==> config.mk <==
export PLATFORM = sky130hd
export DESIGN_NAME = sram_port_arbiter
export DESIGN_NICKNAME = d
export VERILOG_FILES = /design/src/rtl/sram_port_arbiter_pkg.sv /design/src/rtl/sram_port_arbiter_fifo.sv /design/src/rtl/sram_port_arbiter.sv
export SDC_FILE = /design/constraint.sdc
export NUM_CORES = 1
export LEC_CHECK = 0
export CORE_AREA = 2 2 125 127
export CTS_CLUSTER_SIZE = 40
export DETAILED_ROUTE_END_ITERATION = 10
export DIE_AREA = 0 0 127 129
export GPL_TIMING_DRIVEN = 0
export PLACE_DENSITY_LB_ADDON = 0.05
export SETUP_SLACK_MARGIN = 0.1
export SLEW_MARGIN = 20
export SYNTH_ARGS = -nofsm -noshare
export SYNTH_HDL_FRONTEND = slang
export SYNTH_SLANG_ARGS = --single-unit
==> constraint.sdc <==
create_clock -name clk -period 4.7 [get_ports clk]
set_input_delay 0.94 -clock clk [delete_from_list [all_inputs] [get_ports clk]]
set_output_delay 0.94 -clock clk [all_outputs]
set_load 0.02 [all_outputs]
==> src/rtl/sram_port_arbiter_pkg.sv <==
// Shared types for the sram-like port arbiter.
// Owner IDs, access size encodings and the request bundle.
package sram_port_arbiter_pkg;

    typedef enum logic {
        OWNER_INST = 1'b0,
        OWNER_DATA = 1'b1
    } owner_e;

    typedef enum logic [1:0] {
        SIZE_B = 2'd0,
        SIZE_H = 2'd1,
        SIZE_W = 2'd2
    } size_e;

    typedef struct packed {
        logic        wr;
        logic [1:0]  size;
        logic [31:0] addr;
        logic [3:0]  wstrb;
        logic [31:0] wdata;
    } mem_cmd_t;

endpackage

==> src/rtl/sram_port_arbiter_fifo.sv <==
// In-order owner FIFO: one owner ID per accepted request.
// Ports: push/push_owner in; pop in; head/full/empty/count out.
module arb_owner_fifo
    import sram_port_arbiter_pkg::*;
#(
    parameter int DEPTH = 2
) (
    input  logic                     clk,
    input  logic                     resetn,
    input  logic                     push,
    input  owner_e                   push_owner,
    input  logic                     pop,
    output owner_e                   head,
    output logic                     full,
    output logic                     empty,
    output logic [$clog2(DEPTH):0]   count
);

    localparam int PW = $clog2(DEPTH);

    owner_e        mem [DEPTH];
    logic [PW-1:0] wptr;
    logic [PW-1:0] rptr;
    logic          do_push;
    logic          do_pop;

    assign full    = (count == (PW+1)'(DEPTH));
    assign empty   = (count == '0);
    assign do_push = push & ~full;
    assign do_pop  = pop & ~empty;
    assign head    = mem[rptr];

    // Depth is a power of two, so pointers wrap naturally.
    always_ff @(posedge clk) begin
        if (!resetn) begin
            wptr  <= '0;
            rptr  <= '0;
            count <= '0;
        end else begin
            if (do_push) wptr <= wptr + 1'b1;
            if (do_pop)  rptr <= rptr + 1'b1;
            case ({do_push, do_pop})
                2'b10:   count <= count + 1'b1;
                2'b01:   count <= count - 1'b1;
                default: ;
            endcase
        end
    end

    always_ff @(posedge clk) begin
        if (do_push) mem[wptr] <= push_owner;
    end

endmodule

==> src/rtl/sram_port_arbiter.sv <==
// Shares one sram-like port between the inst and data requesters.
// Ports: inst_*/data_* requester sides, mem_* shared port,
// outstanding_cnt (owner FIFO level), err_unexp_resp (sticky).
module sram_port_arbiter
    import sram_port_arbiter_pkg::*;
#(
    parameter int OUTSTANDING = 2,
    parameter int DATA_STREAK = 4
) (
    input  logic                         clk,
    input  logic                         resetn,
    input  logic                         inst_req,
    input  logic                         inst_wr,
    input  logic [1:0]                   inst_size,
    input  logic [31:0]                  inst_addr,
    input  logic [3:0]                   inst_wstrb,
    input  logic [31:0]                  inst_wdata,
    output logic                         inst_addr_ok,
    output logic                         inst_data_ok,
    output logic [31:0]                  inst_rdata,
    input  logic                         data_req,
    input  logic                         data_wr,
    input  logic [1:0]                   data_size,
    input  logic [31:0]                  data_addr,
    input  logic [3:0]                   data_wstrb,
    input  logic [31:0]                  data_wdata,
    output logic                         data_addr_ok,
    output logic                         data_data_ok,
    output logic [31:0]                  data_rdata,
    output logic                         mem_req,
    output logic                         mem_wr,
    output logic [1:0]                   mem_size,
    output logic [31:0]                  mem_addr,
    output logic [3:0]                   mem_wstrb,
    output logic [31:0]                  mem_wdata,
    input  logic                         mem_addr_ok,
    input  logic                         mem_data_ok,
    input  logic [31:0]                  mem_rdata,
    output logic [$clog2(OUTSTANDING):0] outstanding_cnt,
    output logic                         err_unexp_resp
);

    localparam int SW = $clog2(DATA_STREAK + 1);

    mem_cmd_t      inst_cmd;
    mem_cmd_t      data_cmd;
    mem_cmd_t      sel_cmd;
    owner_e        sel;
    owner_e        lock_owner;
    owner_e        head;
    logic          sel_valid;
    logic          lock;
    logic          full;
    logic          empty;
    logic          grant;
    logic          resp_ok;
    logic          force_inst;
    logic [SW-1:0] streak;

    assign inst_cmd = '{inst_wr, inst_size, inst_addr,
                        inst_wstrb, inst_wdata};
    assign data_cmd = '{data_wr, data_size, data_addr,
                        data_wstrb, data_wdata};

    assign force_inst = inst_req & (streak == SW'(DATA_STREAK));

    // A pending handshake keeps its owner regardless of priority.
    always_comb begin
        sel       = OWNER_DATA;
        sel_valid = 1'b0;
        priority case (1'b1)
            lock: begin
                sel       = lock_owner;
                sel_valid = (lock_owner == OWNER_DATA) ? data_req
                                                       : inst_req;
            end
            (data_req && !force_inst): begin
                sel       = OWNER_DATA;
                sel_valid = 1'b1;
            end
            inst_req: begin
                sel       = OWNER_INST;
                sel_valid = 1'b1;
            end
            default: ;
        endcase
    end

    assign sel_cmd   = (sel == OWNER_DATA) ? data_cmd : inst_cmd;
    assign mem_wr    = sel_cmd.wr;
    assign mem_size  = sel_cmd.size;
    assign mem_addr  = sel_cmd.addr;
    assign mem_wstrb = sel_cmd.wstrb;
    assign mem_wdata = sel_cmd.wdata;

    // Full blocks the grant even when a pop lands this cycle.
    assign mem_req = sel_valid & ~full;
    assign grant   = mem_req & mem_addr_ok;

    assign inst_addr_ok = grant & (sel == OWNER_INST);
    assign data_addr_ok = grant & (sel == OWNER_DATA);

    assign resp_ok      = mem_data_ok & ~empty;
    assign inst_data_ok = resp_ok & (head == OWNER_INST);
    assign data_data_ok = resp_ok & (head == OWNER_DATA);
    assign inst_rdata   = mem_rdata;
    assign data_rdata   = mem_rdata;

    always_ff @(posedge clk) begin
        if (!resetn) begin
            lock       <= 1'b0;
            lock_owner <= OWNER_INST;
        end else if (mem_req) begin
            lock       <= ~mem_addr_ok;
            lock_owner <= sel;
        end
    end

    always_ff @(posedge clk) begin
        if (!resetn || !inst_req) begin
            streak <= '0;
        end else if (grant) begin
            if (sel == OWNER_INST)
                streak <= '0;
            else if (streak != SW'(DATA_STREAK))
                streak <= streak + 1'b1;
        end
    end

    always_ff @(posedge clk) begin
        if (!resetn)
            err_unexp_resp <= 1'b0;
        else if (mem_data_ok && empty)
            err_unexp_resp <= 1'b1;
    end

    arb_owner_fifo #(
        .DEPTH(OUTSTANDING)
    ) u_fifo (
        .clk        (clk),
        .resetn     (resetn),
        .push       (grant),
        .push_owner (sel),
        .pop        (mem_data_ok),
        .head       (head),
        .full       (full),
        .empty      (empty),
        .count      (outstanding_cnt)
    );

endmodule

==> results of run 1 <==
[cell families after synthesis]
family	count (synthesis)	synth area share
mux	3	0.0171
compound gates	17	0.0561
fa+ha+maj	3	0.0183
simple gates	239	0.458
buf+inv	87	0.301
xor+xnor	3	0.0128
flops	13	0.137
[where the power goes]
part / switching [mW] / internal, mW
Combinational: 0.610 / 0.601
Sequential: 0.0187 / 0.139
Clock: 0.0455 / 0.114
[worst reg2reg max path: stages, from the launching register on]
cell	delay, ps
dfxtp_1	380
mux2_4	320
o2111a_2	310
inv_2	150
ha_1	280
or3_1	360
a21boi_0	160
[how the worst max path moves through the flow]
stage               slack, ps            end  depth (start not counted)
floorplan                1820    mem_addr[0]                          8
global placement          490  mem_wdata[16]                         10
detailed placement        500  mem_wdata[16]                         10
CTS                       480  mem_wdata[16]                         10
global route              350  mem_wdata[16]                          8
finish                    530    mem_addr[4]                          8
[layer usage]
metal / wire length [microns] / part of all wire
met1: 4530 / 0.38
met2: 6210 / 0.52
met3: 1110 / 0.093
met4: 2 / 0.00017
met5: 0 / 0
[registers in the layout, indices dropped and copies added (netlist names), named ones only]
| signal | count |
|---|---|
| err_unexp_resp | 1 |
| lock | 1 |
| lock_owner | 1 |
| streak | 3 |
| u_fifo.count | 2 |
| u_fifo.mem | 2 |
| u_fifo.rptr | 1 |
| u_fifo.wptr | 1 |
[cell usage after synthesis (4+ instances only)]
cell,count,area [sq um]
a21oi_1,4,20.0
buf_2,4,20.0
buf_4,64,480
buf_6,6,67.6
clkbuf_1,6,22.5
dfxtp_1,11,220
inv_1,5,18.8
nand2_1,215,807
nor2_1,8,30.0
nor2b_1,4,25.0
o21ai_0,5,25.0
[cell type report]
type	count	area, sq um
Fill cell	1625	9710
Multi-Input combinational cell	265	1150
Tap cell	188	235
Inverter	7	27.5
Timing Repair Buffer	290	2900
Clock buffer	4	78.8
Buffer	80	591
Sequential cell	13	280
[stage by stage]
stage	area, sq um	total power, mW	worst slack [ps]	std cells	util
finish	5270	1.53	534	847	0.352
global route	5270	1.64	352	847	0.352
CTS	5270	1.56	480	847	0.352
floorplan	2050	0.777	1820	365	-
global placement	5190	1.39	487	843	0.347
detailed placement	5190	1.39	498	843	0.347
==> results.toml, run 1 <==
[status]
status = "complete, no violations"

[grt]
grt_max_degree = 12
busiest_layer = "met2"
grt.met3_usage = 0.0353
grt_use_total = 0.128
grt_first_pass_wirelength_mm = 16.6
antenna_found_initial = 0
grt_pass1_vias = 2931
grtUsageMet1 = 0.151
overflow = 0
grt.met2_usage = 0.243

[route]
drt_wl_total_mm = 11.9
post_drt_wl_per_cell_microns = 14.0
drtIter0Drc = 83
via_per_inst = 3.71
post-route-drc-count = 0
num_vias = 3139
drtAntennaViolNets = 0
firstDrtPassIters = 4

[yosys]
synth.net_count = 548
syn_avg_cell_area_sq_um = 5.62
synth-edff-count = 2
synth.ff_latch_count = 13
synthCells = 365
async_flop_share = 0
synth_warnings = 0
synth_area_sq_mm = 0.00205
seq_area_frac_synth = 0.137
synth.distinct_cells = 34
synth-main-ff-cell = "dfxtp_1"

[clock_network]
cts_max_level = 1
cts_resized = 0
numCtsBuffers = 3
cts-root-buf = "clkbuf_16"
clock_sink_count = 13
clock_path_buffers = 2
clkLatencyLatePin_ps = 240
cts_tree = "built"
clkTransAtPathRegs_ps = 40
cts_hold_buf = 0
post_cts_buffers = 0

[sta]
worst_pin_slew_ps = 497
setup_viol = 0
skew_ps = 0.922
post-route-period-util = 0.886
rsz0062_at_grt = "false"
whs_ps = 492
max_freq_ghz = 0.240
slew_headroom = 0.665
slew_viol_final = 0
finalHoldViolCount = 0
min_period_ps = 4170
fin_setup_tns_ps = 0

[die]
placeableCoreArea_sq_mm = 0.0150
die_x_microns = 127
start_util = 0.137
die_y_microns = 129
dieArea_sq_mm = 0.0164
num_rows = 45
ioPinCount = 323

[worst_setup_path]
rrSetupSlack_ps = 2670
worstPathArrival_ps = 3230
cp-startpoint = "inst_req"
slowest_stage = "clkdlybuf4s50_1"
slowest_delay_ps = 630
end_kind = "output port"
start_kind = "input port"
r2r_end = "u_fifo.count[1]$_SDFFE_PN0P_"
cp_top_family = "buffers and inverters"
path_buf_inv = 4
crit_fanout = 10
worstPathRequired_ps = 3760
r2r_start = "lock_owner$_SDFFE_PN0N_"
path_cells = "clkdlybuf4s50_1 > and2b_1 > a21o_1 > buf_6 > clkbuf_1 > nand2_1 > nand2_1 > clkdlybuf4s50_1"
reg2reg_depth = 6
path_class = "input port to output port"

[placed_design]
dp_hpwl_mm = 10.2
gp_congestion = 0.739
io_buffers = 290

[hold_path]
hold_depth = 2
holdCritStartpoint = "err_unexp_resp$_SDFFE_PN0P_"
min_path_type = "register to register"
min_to = "err_unexp_resp$_SDFFE_PN0P_"

[pwr]
p_leak_nw = 2.42
irDropWorstVdd_v = 0.000189
power.density_mw_per_mm2 = 290

[layout]
layout_common_cells = "290 x clkdlybuf4s50_1, 215 x nand2_1, 64 x buf_4"
antenna_cells = 0
drive_gt1_frac = 0.124
final_common_cell = "clkdlybuf4s50_1"
area_growth_pct = 157
finish.net_count = 843

[run]
drv_cap = 0
Power figures use the tool's default switching activity.
==> run 2: changes to the inputs <==
--- a/config.mk
+++ b/config.mk
@@ -5,12 +5,14 @@
 export SDC_FILE = /design/constraint.sdc
 export NUM_CORES = 1
 export LEC_CHECK = 0
+export CAP_MARGIN = 15
 export CORE_AREA = 2 2 125 127
 export CTS_CLUSTER_SIZE = 40
 export DETAILED_ROUTE_END_ITERATION = 10
 export DIE_AREA = 0 0 127 129
 export GPL_TIMING_DRIVEN = 0
 export PLACE_DENSITY_LB_ADDON = 0.05
+export REMOVE_ABC_BUFFERS = 1
 export SETUP_SLACK_MARGIN = 0.1
 export SLEW_MARGIN = 20
 export SYNTH_ARGS = -nofsm -noshare
==> results.toml, run 2 (synthesized netlist as in run 1, its figures left out) <==
[sta]
finalHoldViolCount = 0
rsz0062_at_grt = "false"
max_freq_ghz = 0.233
slew_viol_final = 0
fin_setup_tns_ps = 0
min_period_ps = 4290
skew_ps = 3.42
worst_pin_slew_ps = 604
post-route-period-util = 0.912
slew_headroom = 0.597
setup_viol = 0

[clock_network]
cts_max_level = 1
clock_sink_count = 13
post_cts_buffers = 0
clkTransAtPathRegs_ps = 50
clkLatencyLatePin_ps = 240
cts_resized = 0
cts_tree = "built"
cts_hold_buf = 0
numCtsBuffers = 3
clock_path_buffers = 2
cts-root-buf = "clkbuf_16"

[grt]
grt_pass1_vias = 2874
grt_max_degree = 79
overflow = 0
antenna_found_initial = 0
grt_use_total = 0.139
grt_first_pass_wirelength_mm = 17.3

[layout]
multi_input_area_sq_mm = 0.00116
fillers = 1689
seq_area_sq_um = 280
finish.net_count = 700
layout_common_cells = "226 x clkdlybuf4s50_1, 215 x nand2_1, 11 x dfxtp_1"
area_growth_pct = 98.7
largestRegisters = "streak (3), u_fifo.count (2), u_fifo.mem (2)"
final_common_cell = "clkdlybuf4s50_1"
largest_register = "streak"
antenna_cells = 0
drive_gt1_frac = 0.0194
largest_reg_flops = 3

[placed_design]
gp_congestion = 0.728
dp_hpwl_mm = 9.97
io_buffers = 226

[route]
num_vias = 2793
via_per_inst = 3.97
post-route-drc-count = 0
firstDrtPassIters = 4
drtAntennaViolNets = 0
post_drt_wl_per_cell_microns = 17.5
drtIter0Drc = 90
drt_wl_total_mm = 12.3

[die]
die_y_microns = 129
die_x_microns = 127
placeableCoreArea_sq_mm = 0.0150
ioPinCount = 323
start_util = 0.137
dieArea_sq_mm = 0.0164
num_rows = 45

[worst_setup_path]
start_kind = "input port"
worstPathArrival_ps = 3350
path_class = "input port to output port"
worstPathRequired_ps = 3760
end_kind = "output port"
crit_fanout = 78

[pwr]
irDropWorstVdd_v = 0.000118
finalPower_mw = 1.37
power.density_mw_per_mm2 = 335
p_leak_nw = 1.82

[hold_path]
min_path_type = "register to register"

[run]
drv_cap = 0

[status]
status = "complete, no violations"
## run 2: changes by cell type in the layout (fill, tap and decap cells not counted), sizes merged
cell / delta
clkdlybuf4s50: -64
buf: -73
clkbuf: -6
## run 2: critical path, stage by stage
cell and delay, ps:
clkdlybuf4s50_1 510, and2b_1 210, a21o_4 260, clkinv_4 470, nand2_1 220, nand2_1 100
clkdlybuf4s50_1 560
## run 2: cell type report
| cell class | count | share of cell area |
|---|---|---|
| clock buffer | 4 | 0.0193 |
| inverter | 7 | 0.00767 |
| tap | 188 | 0.0577 |
| timing repair buffer | 227 | 0.562 |
| sequential | 13 | 0.0688 |
| multi-input combinational | 265 | 0.285 |
## run 2: through the flow
step | hold slack, ps | setup WS (ps) | util | cells | instance area [sq um]
6_report | 493 | 414 | 0.272 | 704 | 4080
3_5_place_dp | 492 | 373 | 0.267 | 700 | 4000
5_1_grt | 531 | 181 | 0.272 | 704 | 4080
4_1_cts | 501 | 359 | 0.272 | 704 | 4080
2_1_floorplan | 465 | -112 | - | 285 | 1460
3_3_place_gp | 478 | -2990 | 0.264 | 699 | 3960
## run 2: metal layers
| layer | GRT usage | up-vias | wire (microns) |
|---|---|---|---|
| met3 | 0.101 | 4 | 1960 |
| met2 | 0.225 | 215 | 5760 |
| li1 | - | 1353 | - |
| met5 | 0.0765 | - | 54 |
| met1 | 0.151 | 1219 | 4510 |
| met4 | 0.00582 | 2 | 16 |
## run 2: path summary, 6_finish.rpt
kind                                  end  slack [ps]  cells after the start                   startpoint
max                           mem_addr[0]         410                      7                     inst_req
min           err_unexp_resp$_SDFFE_PN0P_         490                      2  err_unexp_resp$_SDFFE_PN0P_
max reg2reg  u_fifo.count[1]$_SDFFE_PN0P_        2630                      6      lock_owner$_SDFFE_PN0N_
min reg2reg   err_unexp_resp$_SDFFE_PN0P_         490                      2  err_unexp_resp$_SDFFE_PN0P_
## run 2: report_power, final
group          internal, mW  total (mW)  switching [mW]
clock network         0.114       0.160          0.0457
logic                 0.499        1.05           0.551
registers             0.139       0.157          0.0180
total                 0.752        1.37           0.615
